[src/rtl/mcp_control.sv]
// Multicycle MIPS-style control FSM: Moore decode of the registered state, with FETCH strobes gated by mem_ready.
// Optional feature: define MCP_BNE_EN to decode bne (0x05) into BRANCH with branch_ne asserted.
module mcp_control (
  input  logic       clk,
  input  logic       rst_n,
  input  logic [5:0] opcode,
  input  logic       mem_ready,
  output logic       pc_write,
  output logic       pc_write_cond,
  output logic       i_or_d,
  output logic       mem_read,
  output logic       mem_write,
  output logic       ir_write,
  output logic       mem_to_reg,
  output logic       reg_dst,
  output logic       reg_write,
  output logic       alu_src_a,
  output logic [1:0] alu_src_b,
  output logic [1:0] alu_op,
  output logic [1:0] pc_source,
  output logic       branch_ne,
  output logic       illegal,
  output logic [3:0] state
);

  typedef enum logic [3:0] {
    FETCH  = 4'd0,
    DECODE = 4'd1,
    MEMADR = 4'd2,
    MEMRD  = 4'd3,
    MEMWB  = 4'd4,
    MEMWR  = 4'd5,
    EXEC   = 4'd6,
    ALUWB  = 4'd7,
    BRANCH = 4'd8,
    ADDIEX = 4'd9,
    ADDIWB = 4'd10,
    JUMP   = 4'd11
  } state_t;

  localparam logic [5:0] OP_RTYPE = 6'h00;
  localparam logic [5:0] OP_J     = 6'h02;
  localparam logic [5:0] OP_BEQ   = 6'h04;
  localparam logic [5:0] OP_ADDI  = 6'h08;
  localparam logic [5:0] OP_LW    = 6'h23;
  localparam logic [5:0] OP_SW    = 6'h2B;
`ifdef MCP_BNE_EN
  localparam logic [5:0] OP_BNE   = 6'h05;
`endif

  state_t cur;
  logic   is_sw;   // load/store direction captured in DECODE, used by MEMADR
  logic   ill_q;
`ifdef MCP_BNE_EN
  logic   bne_q;
`endif

  always_ff @(posedge clk) begin
    if (!rst_n) begin
      cur   <= FETCH;
      is_sw <= 1'b0;
      ill_q <= 1'b0;
`ifdef MCP_BNE_EN
      bne_q <= 1'b0;
`endif
    end else begin
      ill_q <= 1'b0;
      case (cur)
        FETCH: begin
          if (mem_ready) cur <= DECODE;
        end
        DECODE: begin
`ifdef MCP_BNE_EN
          bne_q <= 1'b0;
`endif
          case (opcode)
            OP_LW: begin
              cur   <= MEMADR;
              is_sw <= 1'b0;
            end
            OP_SW: begin
              cur   <= MEMADR;
              is_sw <= 1'b1;
            end
            OP_RTYPE: cur <= EXEC;
            OP_BEQ:   cur <= BRANCH;
            OP_ADDI:  cur <= ADDIEX;
            OP_J:     cur <= JUMP;
`ifdef MCP_BNE_EN
            OP_BNE: begin
              cur   <= BRANCH;
              bne_q <= 1'b1;
            end
`endif
            default: begin
              cur   <= FETCH;
              ill_q <= 1'b1;
            end
          endcase
        end
        MEMADR: cur <= is_sw ? MEMWR : MEMRD;
        MEMRD: begin
          if (mem_ready) cur <= MEMWB;
        end
        MEMWB: cur <= FETCH;
        MEMWR: begin
          if (mem_ready) cur <= FETCH;
        end
        EXEC:   cur <= ALUWB;
        ALUWB:  cur <= FETCH;
        BRANCH: cur <= FETCH;
        ADDIEX: cur <= ADDIWB;
        ADDIWB: cur <= FETCH;
        JUMP:   cur <= FETCH;
        default: cur <= FETCH;
      endcase
    end
  end

  // Outputs decode from state; rst_n blanks everything so no strobe fires while reset is held.
  always_comb begin
    pc_write      = 1'b0;
    pc_write_cond = 1'b0;
    i_or_d        = 1'b0;
    mem_read      = 1'b0;
    mem_write     = 1'b0;
    ir_write      = 1'b0;
    mem_to_reg    = 1'b0;
    reg_dst       = 1'b0;
    reg_write     = 1'b0;
    alu_src_a     = 1'b0;
    alu_src_b     = 2'b00;
    alu_op        = 2'b00;
    pc_source     = 2'b00;
    branch_ne     = 1'b0;
    illegal       = 1'b0;
    state         = 4'd0;
    if (rst_n) begin
      state   = cur;
      illegal = ill_q;
      case (cur)
        FETCH: begin
          mem_read  = 1'b1;
          alu_src_b = 2'b01;
          ir_write  = mem_ready;
          pc_write  = mem_ready;
        end
        DECODE: alu_src_b = 2'b11;
        MEMADR: begin
          alu_src_a = 1'b1;
          alu_src_b = 2'b10;
        end
        MEMRD: begin
          mem_read = 1'b1;
          i_or_d   = 1'b1;
        end
        MEMWB: begin
          reg_write  = 1'b1;
          mem_to_reg = 1'b1;
        end
        MEMWR: begin
          mem_write = 1'b1;
          i_or_d    = 1'b1;
        end
        EXEC: begin
          alu_src_a = 1'b1;
          alu_op    = 2'b10;
        end
        ALUWB: begin
          reg_write = 1'b1;
          reg_dst   = 1'b1;
        end
        BRANCH: begin
          alu_src_a     = 1'b1;
          alu_op        = 2'b01;
          pc_write_cond = 1'b1;
          pc_source     = 2'b01;
`ifdef MCP_BNE_EN
          branch_ne     = bne_q;
`endif
        end
        ADDIEX: begin
          alu_src_a = 1'b1;
          alu_src_b = 2'b10;
        end
        ADDIWB: reg_write = 1'b1;
        JUMP: begin
          pc_write  = 1'b1;
          pc_source = 2'b10;
        end
        default: ;
      endcase
    end
  end

endmodule

[config.mk]
export PLATFORM = sky130hd
export DESIGN_NAME = mcp_control
export DESIGN_NICKNAME = d
export VERILOG_FILES = /design/src/rtl/mcp_control.sv
export SDC_FILE = /design/constraint.sdc
export NUM_CORES = 1
export LEC_CHECK = 0
export ABC_AREA = 0
export BUFFER_PORTS_ARGS = -buffer_cell sky130_fd_sc_hd__buf_2
export CAP_MARGIN = 20
export CORE_MARGIN = 2
export CORE_UTILIZATION = 42
export CTS_BUF_LIST = sky130_fd_sc_hd__clkbuf_8
export CTS_CLUSTER_SIZE = 10
export DETAILED_ROUTE_END_ITERATION = 8
export GPL_ROUTABILITY_DRIVEN = 0
export PLACE_DENSITY = 0.87
export SLEW_MARGIN = 20
export SYNTH_ARGS = -nofsm -noshare
export SYNTH_HDL_FRONTEND = slang
export SYNTH_SLANG_ARGS = --single-unit
export TNS_END_PERCENT = 10
[constraint.sdc]
create_clock -name clk -period 1.25 [get_ports clk]
set_input_delay 0.0625 -clock clk [delete_from_list [all_inputs] [get_ports clk]]
set_output_delay 0.0625 -clock clk [all_outputs]
set_load 0.01 [all_outputs]
==> qor.csv, run 1 <==
stage;metric;value;unit
global_routing;GRT overflow;0;
run_status;status;complete, but fails checks;
timing;setup violators final;15;
global_routing;maximum number of pins on one net before global-route repair;13;
worst_setup_path;CP Launch Type;register;
cells_and_area;Antenna Cells;0;
clock_network;Longest Clk Path Bufs;2;
clock_network;TritonCTS buffer count;3;
worst_setup_path;Crit Path Class;reg -> out;
placement;Port Buf Inserts;29;
placement;Post-DP HPWL;1420;um
job;MaxCap Viol Count;0;
pwr;Power Total;0.000811;W
route;DRC viols;0;
synthesis;yosys warns;0;
synthesis;Cells after Synth;98;
route;drt via density;5.77;
timing;final setup margin;-0.0669;ns
pwr;total leakage power;0.474;nW
worst_setup_path;worst path arrival time;1.25;ns
timing;fin crit period;1.32;ns
synthesis;Commonest cells post-synth;nor3_1 (12), nor2_1 (10), nand2_1 (9), nor2b_1 (8), dfxtp_1 (6);
synthesis;syn_area_per_cell;6.58;sq um
hold_path;hold crit path type;in -> reg;
floorplan;chip height;43.2;um
clock_network;clock slew at reported path FFs;0.04;ns
pwr;maximum VDD drop;0.000416;V
pwr;power per cell area;787;nW/um^2
global_routing;first-pass GRT wire length;3240;um
hold_path;Hold Path End;cur[3];
global_routing;antenna violations before repair;0;
route;first-iteration detailed-routing DRC count;28;
timing;Max Slew Vio Count;0;
clock_network;Worst-Skew Late Latency;0.23;ns
timing;Layout Skew;0.00328;ns
hold_path;Hold Path Stages;3;
floorplan;Boundary Pins;31;
cells_and_area;# nets final;144;
floorplan;area of the core;1470;sq um
synthesis;Yosys top cell by area;dfxtp_1;
worst_setup_path;kind of end point of the critical path;output pin;
timing;post-route clock period utilization;1.05;
hold_path;hold_sp;rst_n;
cells_and_area;filler instances;119;
synthesis;ranking of synthesized cells by area;dfxtp_1 (19%), nor3_1 (9.3%), nor2b_1 (7.8%);
clock_network;CTS tree;done;
placement;Cells after DPL;143;
synthesis;Primary FF master, synth;dfxtp_1;
route;overall routed net length;2140;um
route;ANT nets after route;0;
cells_and_area;area delta synth->final;60.0;%
synthesis;Synth Cell Area;644;sq um
clock_network;cts hold-fix bufs;0;
worst_setup_path;CP Max Fanout;6;
synthesis;synth unique cells;35;
worst_setup_path;cells on worst reg2reg path;4;
global_routing;All-Layer GR Usage;0.230;
run_status;violated checks;setup timing;
route;via count;859;
clock_network;root buf cell;clkbuf_8;
floorplan;die footprint;1860;sq um
synthesis;Post-synth EDFFs;0;
cells_and_area;post-layout util;0.701;
synthesis;flops & latches, synth;6;
floorplan;num rows;14;
floorplan;Initial Util;0.438;
synthesis;Syn Nets;107;
cells_and_area;final std cells w/o fill;149;
worst_setup_path;internal reg-to-reg setup slack;-0.04;ns
timing;Hold Fails Final Rpt;0;
clock_network;H-Tree Depth;1;
synthesis;Async S/R FF share, synth;0;
global_routing;vias in the first global route;736;
timing;Max Freq;0.759;GHz
timing;RSZ-0062 raised after global routing;true;
cells_and_area;fraction of layout cells with a size suffix above 1;0.541;
floorplan;DIE WIDTH;43.2;um
route;DRT Pass-1 Iters;4;
route;detailed-route wire length per cell;14.4;um
worst_setup_path;reg2reg end;is_sw;
worst_setup_path;Crit Reg-Reg Startpoint;cur[1];
synthesis;sequential share of the synthesized area;0.186;
synthesis;top-count cell post-synth;nor3_1;
placement;worst slack, placed;-0.0180;ns
synthesis;area fraction of the dominant cell type after synthesis;0.186;
worst_setup_path;Worst Path Required;1.19;ns
clock_network;Num Clock Sinks;6;
## cells by family (layout without fill, tap and decap cells)
group / after synthesis / in the layout / share of synthesized area
AOI/OAI and AO/OA: 17 / 17 / 0.171
xor gates and xnor gates: 3 / 3 / 0.0408
buffers and inverters: 18 / 53 / 0.144
DFF: 6 / 6 / 0.186
muxes: 1 / 1 / 0.0155
other: 1 / 1 / 0.00582
and+or+nand+nor: 52 / 52 / 0.437
## worst max path at each step
stage                start         end  slack [ns]  cells after the start
global placement    cur[1]       is_sw        0.03                      4
CTS                 cur[1]   alu_src_a       -0.05                      6
finish              cur[1]  mem_to_reg       -0.07                      4
global route        cur[0]   reg_write       -0.11                      5
detailed placement  cur[1]   alu_src_a       -0.02                      6
floorplan           cur[3]       is_sw        0.03                      5
## placed cells by master (no fill, tap or decap), drive strengths merged, types with 2 or more instances in the layout
cell / n
buf: 42
nor3: 12
nor2: 10
nand2: 9
inv: 8
nor2b: 8
dfxtp: 6
o21ai: 4
a21oi: 3
o22ai: 3
clkbuf: 3
nor4: 3
nand2b: 2
a32oi: 2
nand3: 2
xnor2: 2
or2: 2
## sequential cells by signal, summed over array words and instances (netlist names)
name   count
cur        4
ill_q      1
is_sw      1
## metal layers
metal,up-vias,global-route usage,wire (um)
met5,-,0,0
met3,9,0.0255,150
li1,407,-,-
met1,386,0.267,812
met2,57,0.409,1100
met4,0,0.115,78
## layout make-up
| cell class | count | area (sq um) | area share |
|---|---|---|---|
| Sequential cell | 6 | 129 | 0.125 |
| Multi-Input combinational cell | 74 | 527 | 0.511 |
| Tap cell | 16 | 20.0 | 0.0194 |
| Inverter | 8 | 30.0 | 0.0291 |
| Clock buffer | 3 | 41.3 | 0.0400 |
| Timing Repair Buffer | 42 | 284 | 0.275 |
## where the power goes
part | leakage (nW) | switching [W] | total [W] | internal, W
sequential | 0.0507 | 0.0000157 | 0.000217 | 0.000202
combinational | 0.402 | 0.000151 | 0.000293 | 0.000143
clock | 0.0216 | 0.0000929 | 0.000301 | 0.000208
## worst max-delay path, stage by stage (launching register included)
cell and delay [ns]:
dfxtp_4 0.37, or2_4 0.28, buf_6 0.14, nor3_2 0.09, buf_2 0.15
## timing repair
action | in CTS | in global routing
setup buffers | 3 | 0
pin swaps | 9 | 3
cloned | 0 | 0
gates resized for setup | 29 | 9
setup endpoints to repair | 20 | 20
## per-stage QoR
stage          TNS [ns]  instance area (sq um)  hold slack, ns
2_1_floorplan         0                    644           0.243
3_3_place_gp          0                    822           0.396
3_5_place_dp    -0.0315                    822           0.400
4_1_cts          -0.433                    997           0.167
5_1_grt           -1.28                   1030           0.200
6_report         -0.653                   1030           0.183
No activity file was read; power rests on OpenSTA's default activity.
==> run 2, diff against run 1 <==
--- a/config.mk
+++ b/config.mk
@@ -15,6 +15,7 @@
 export DETAILED_ROUTE_END_ITERATION = 8
 export GPL_ROUTABILITY_DRIVEN = 0
 export PLACE_DENSITY = 0.87
+export RECOVER_POWER = 100
 export SLEW_MARGIN = 20
 export SYNTH_ARGS = -nofsm -noshare
 export SYNTH_HDL_FRONTEND = slang
==> run 2 against run 1 <==
Effect of this change:
- the flow still finishes with violations (setup timing)
- wire length shrank 0.42%
- highest routed layer unchanged
- critical path type unchanged
- final area shrank 0.12%
- final cell count is the same
- worst setup slack is essentially flat
- global-route usage is the same
- sequential power is essentially flat
- largest power group unchanged
==> qor.csv, run 2 (same netlist as run 1, synthesis figures left out) <==
stage;metric;value;unit
run_status;status;complete, but fails checks;
run_status;violated checks;setup timing;
worst_setup_path;CP endpoint;mem_to_reg;
route;DRT Pass-1 Iters;4;
placement;Post-DP HPWL;1420;um
timing;Layout Skew;0.00575;ns
timing;Max Slew Vio Count;0;
worst_setup_path;critical path depth;4;
clock_network;Worst-Skew Late Latency;0.23;ns
timing;Max Freq;0.759;GHz
floorplan;DIE WIDTH;43.2;um
cells_and_area;register with the most flip-flops;cur;
global_routing;All-Layer GR Usage;0.230;
timing;fin crit period;1.32;ns
cells_and_area;Top Registers;cur: 4 flops, ill_q: 1 flops, is_sw: 1 flops;
floorplan;Boundary Pins;31;
timing;RSZ-0062 raised after global routing;true;
global_routing;GRT overflow;0;
floorplan;area of the core;1470;sq um
pwr;power per cell area;788;nW/um^2
cells_and_area;post-layout util;0.700;
worst_setup_path;critical path, cell by cell;or2_4, buf_6, nor3_2, buf_2;
cells_and_area;commonest non-fill, non-tap cells in the layout;buf_2 (25), nor2_1 (8), nand2_1 (7), buf_6 (7), buf_4 (7);
cells_and_area;commonest non-fill, non-tap cell in the layout;buf_2;
worst_setup_path;Crit Reg-Reg Startpoint;cur[1];
route;detailed-route wire length per cell;14.3;um
cells_and_area;area delta synth->final;59.8;%
route;via count;860;
global_routing;antenna violations before repair;0;
worst_setup_path;slowest cell delay on critical path;0.37;ns
clock_network;clock slew at reported path FFs;0.04;ns
pwr;Power Total;0.000811;W
floorplan;num rows;14;
cells_and_area;Largest register FFs;4;
worst_setup_path;CP Max Fanout;6;
placement;worst slack, placed;-0.0180;ns
timing;final setup margin;-0.0671;ns
worst_setup_path;cells on worst reg2reg path;4;
worst_setup_path;kind of end point of the critical path;output pin;
route;first-iteration detailed-routing DRC count;20;
floorplan;Initial Util;0.438;
global_routing;maximum number of pins on one net before global-route repair;13;
floorplan;die footprint;1860;sq um
worst_setup_path;Crit Path Class;reg -> out;
worst_setup_path;delay-heaviest family, CP;flip-flops;
cells_and_area;Antenna Cells;0;
clock_network;H-Tree Depth;1;
worst_setup_path;critical path's slowest cell;dfxtp_4;
clock_network;root buf cell;clkbuf_8;
route;overall routed net length;2130;um
worst_setup_path;CP bufs+invs;2;
floorplan;chip height;43.2;um
clock_network;Num Clock Sinks;6;
clock_network;Longest Clk Path Bufs;2;
worst_setup_path;CP Launch Type;register;
clock_network;CTS tree;done;
route;ANT nets after route;0;
route;DRC viols;0;
worst_setup_path;internal reg-to-reg setup slack;-0.04;ns
cells_and_area;# nets final;144;
pwr;maximum VDD drop;0.000415;V
route;drt via density;5.77;
hold_path;hold crit path type;in -> reg;
clock_network;TritonCTS buffer count;3;
global_routing;first-pass GRT wire length;3240;um
worst_setup_path;worst path arrival time;1.25;ns
cells_and_area;fraction of layout cells with a size suffix above 1;0.534;
global_routing;vias in the first global route;736;
worst_setup_path;Worst Path Required;1.19;ns
timing;Hold Fails Final Rpt;0;
job;MaxCap Viol Count;0;
timing;setup violators final;15;
timing;post-route clock period utilization;1.05;
pwr;total leakage power;0.470;nW
worst_setup_path;reg2reg end;is_sw;
worst_setup_path;Critical Path Start;cur[1];
placement;Port Buf Inserts;29;
run 2: changes by cell type in the layout (fill, tap and decap cells not counted), sizes merged:
cell    previous run  this run
buf               42        40
clkbuf             3         5
run 2: routing by layer:
layer,global-route usage,vias up,share of wire
li1,-,409,-
met4,0.115,0,0.046
met3,0.0255,13,0.068
met1,0.267,381,0.38
met2,0.409,57,0.50
met5,0,-,0
run 2: cell type report:
type                    count  area, sq um
multi-input cells          74          527
fillers                   120          442
repair buffers             42          283
flip-flops and latches      6          129
clock buffers               3         41.3
inverters                   8         30.0
well taps                  16         20.0
run 2: worst min-delay path by stage:
stage / from / to / slack (ns) / depth (start not counted)
5_1_grt: rst_n / cur[3] / 0.20 / 3
2_1_floorplan: mem_ready / ir_write / 0.24 / 2
6_report: rst_n / cur[3] / 0.19 / 3
3_3_place_gp: rst_n / cur[3] / 0.40 / 3
3_5_place_dp: rst_n / cur[3] / 0.40 / 3
4_1_cts: rst_n / cur[3] / 0.17 / 3
run 2: worst reg2reg max path: stages (launching register included):
cell and delay (ns):
dfxtp_4 0.37, or2_4 0.28, and4bb_1 0.27, mux2i_1 0.19, nor2b_1 0.07
run 2: through the flow:
| stage | hold slack, ns | std cells | cell area, sq um | setup TNS [ns] |
|---|---|---|---|---|
| floorplan | 0.243 | 98 | 644 | 0 |
| global placement | 0.396 | 143 | 822 | 0 |
| detailed placement | 0.400 | 143 | 822 | -0.0315 |
| CTS | 0.167 | 149 | 997 | -0.433 |
| global route | 0.200 | 149 | 1030 | -1.28 |
| finish | 0.189 | 149 | 1030 | -0.643 |
run 2: repair_timing:
item / 4_1_cts / 5_1_grt
pin swaps: 9 / 3
hold buffers: 0 / 0
gates resized for setup: 29 / 9
endpoints found under the setup margin: 20 / 20
setup buffers: 3 / 0
gates cloned: 0 / 0
run 2: power breakdown:
part	internal, W	switching (W)
Combinational	0.000142	0.000151
Sequential	0.000202	0.0000158
Clock	0.000208	0.0000936
==> run 3, diff against run 2 <==
--- a/config.mk
+++ b/config.mk
@@ -16,6 +16,7 @@
 export GPL_ROUTABILITY_DRIVEN = 0
 export PLACE_DENSITY = 0.87
 export RECOVER_POWER = 100
+export SETUP_SLACK_MARGIN = 0.3
 export SLEW_MARGIN = 20
 export SYNTH_ARGS = -nofsm -noshare
 export SYNTH_HDL_FRONTEND = slang
==> run 3 against run 2 <==
Effect of this change:
- the flow still finishes with violations (setup timing)
- clock skew shrank 0.0023 ns
- final area shrank 7.5%
- flip-flop and latch count unchanged
- non-clock buffer count decreased by 2
- first-iteration DRC count up 30%
- register-to-register slack better by 0.03 ns
- clock power down 2%
==> qor.csv, run 3 (same netlist as run 1, synthesis figures left out) <==
stage;metric;value;unit
clock_network;H-Tree Depth;1;
global_routing;antenna violations before repair;0;
timing;Hold Fails Final Rpt;0;
worst_setup_path;worst path arrival time;1.26;ns
floorplan;die footprint;1860;sq um
route;drt via density;5.58;
pwr;maximum VDD drop;0.000678;V
cells_and_area;# nets final;142;
timing;RSZ-0062 raised after global routing;true;
floorplan;DIE WIDTH;43.2;um
timing;fin crit period;1.32;ns
clock_network;CTS tree;done;
clock_network;Longest Clk Path Bufs;2;
route;via count;820;
cells_and_area;filler instances;133;
timing;final setup margin;-0.0708;ns
clock_network;Worst-Skew Late Latency;0.23;ns
timing;setup violators final;13;
placement;Post-DP HPWL;1400;um
worst_setup_path;CP Max Fanout;5;
floorplan;Initial Util;0.438;
cells_and_area;Antenna Cells;0;
run_status;status;complete, but fails checks;
global_routing;GRT overflow;0;
clock_network;TritonCTS buffer count;3;
run_status;violated checks;setup timing;
global_routing;All-Layer GR Usage;0.212;
global_routing;maximum number of pins on one net before global-route repair;13;
route;ANT nets after route;0;
cells_and_area;post-layout util;0.647;
floorplan;chip height;43.2;um
global_routing;vias in the first global route;699;
timing;Max Freq;0.757;GHz
cells_and_area;fraction of layout cells with a size suffix above 1;0.489;
worst_setup_path;kind of end point of the critical path;output pin;
route;first-iteration detailed-routing DRC count;26;
cells_and_area;Largest register FFs;4;
global_routing;first-pass GRT wire length;3040;um
clock_network;root buf cell;clkbuf_8;
route;detailed-route wire length per cell;12.8;um
job;MaxCap Viol Count;0;
clock_network;Num Clock Sinks;6;
timing;post-route clock period utilization;1.06;
floorplan;area of the core;1470;sq um
route;DRT Pass-1 Iters;4;
cells_and_area;Top Registers;cur: 4 flops, ill_q: 1 flops, is_sw: 1 flops;
clock_network;clock slew at reported path FFs;0.04;ns
timing;Max Slew Vio Count;0;
pwr;total leakage power;0.456;nW
cells_and_area;register with the most flip-flops;cur;
worst_setup_path;CP Launch Type;register;
worst_setup_path;Worst Path Required;1.19;ns
floorplan;num rows;14;
hold_path;hold crit path type;in -> reg;
timing;Layout Skew;0.00344;ns
placement;Port Buf Inserts;29;
worst_setup_path;Crit Path Class;reg -> out;
timing;Setup TNS;-0.415;ns
pwr;power per cell area;788;nW/um^2
cells_and_area;commonest non-fill, non-tap cells in the layout;buf_2 (28), nand2_1 (8), nor2_1 (8), buf_4 (8), nor3_1 (7);
cells_and_area;commonest non-fill, non-tap cell in the layout;buf_2;
floorplan;Boundary Pins;31;
cells_and_area;area delta synth->final;47.8;%
worst_setup_path;internal reg-to-reg setup slack;-0.01;ns
route;DRC viols;0;
route;overall routed net length;1890;um
## run 3: final timing paths
path | cells after the start | from | endpoint
worst max-delay path | 4 | cur[1] | mem_to_reg
worst min-delay path | 3 | rst_n | cur[3]
worst max register to register | 4 | cur[2] | cur[1]
worst min register to register | 2 | is_sw | is_sw
## run 3: area by class of cell
cell class / instances / area (sq um) / share of cell area
Tap cell: 16 / 20.0 / 0.0210
Multi-Input combinational cell: 74 / 497 / 0.522
Inverter: 8 / 32.5 / 0.0342
Timing Repair Buffer: 40 / 238 / 0.250
Clock buffer: 3 / 41.3 / 0.0434
Sequential cell: 6 / 124 / 0.130
## run 3: routing by layer
layer / wire [um] / vias up / track usage
met5: 0 / - / 0
met4: 19 / 0 / 0.0788
met3: 120 / 2 / 0.0383
met2: 959 / 36 / 0.376
met1: 787 / 377 / 0.248
li1: - / 405 / -
## run 3: repair_timing
item                                    4_1_cts  5_1_grt
pin swaps                                     8        3
resized for setup                            19        6
hold buffers                                  0        0
endpoints found under the setup margin       26       26
cloned                                        0        0
setup buffers                                 2        0
## run 3: through the flow
step / cell area, sq um / hold WS [ns] / cells / power, W / setup WS, ns
floorplan: 644 / 0.243 / 98 / 0.000348 / 0.0284
global placement: 815 / 0.414 / 142 / 0.000414 / 0.0353
detailed placement: 815 / 0.406 / 142 / 0.000421 / -0.0166
CTS: 938 / 0.171 / 147 / 0.000748 / -0.0683
global route: 952 / 0.198 / 147 / 0.000794 / -0.143
finish: 952 / 0.176 / 147 / 0.000750 / -0.0708
## run 3: critical path, stage by stage, from the launching register on
cell and delay [ns]:
dfxtp_2 0.33, or2_4 0.27, buf_6 0.14, nor3_2 0.14, buf_2 0.15
## run 3: report_power, final
group | leakage, nW | switching, W | internal [W] | total, W
logic | 0.385 | 0.000137 | 0.000105 | 0.000242
registers | 0.0501 | 0.0000104 | 0.000203 | 0.000213
clock network | 0.0216 | 0.0000876 | 0.000207 | 0.000295
total | 0.456 | 0.000235 | 0.000515 | 0.000750
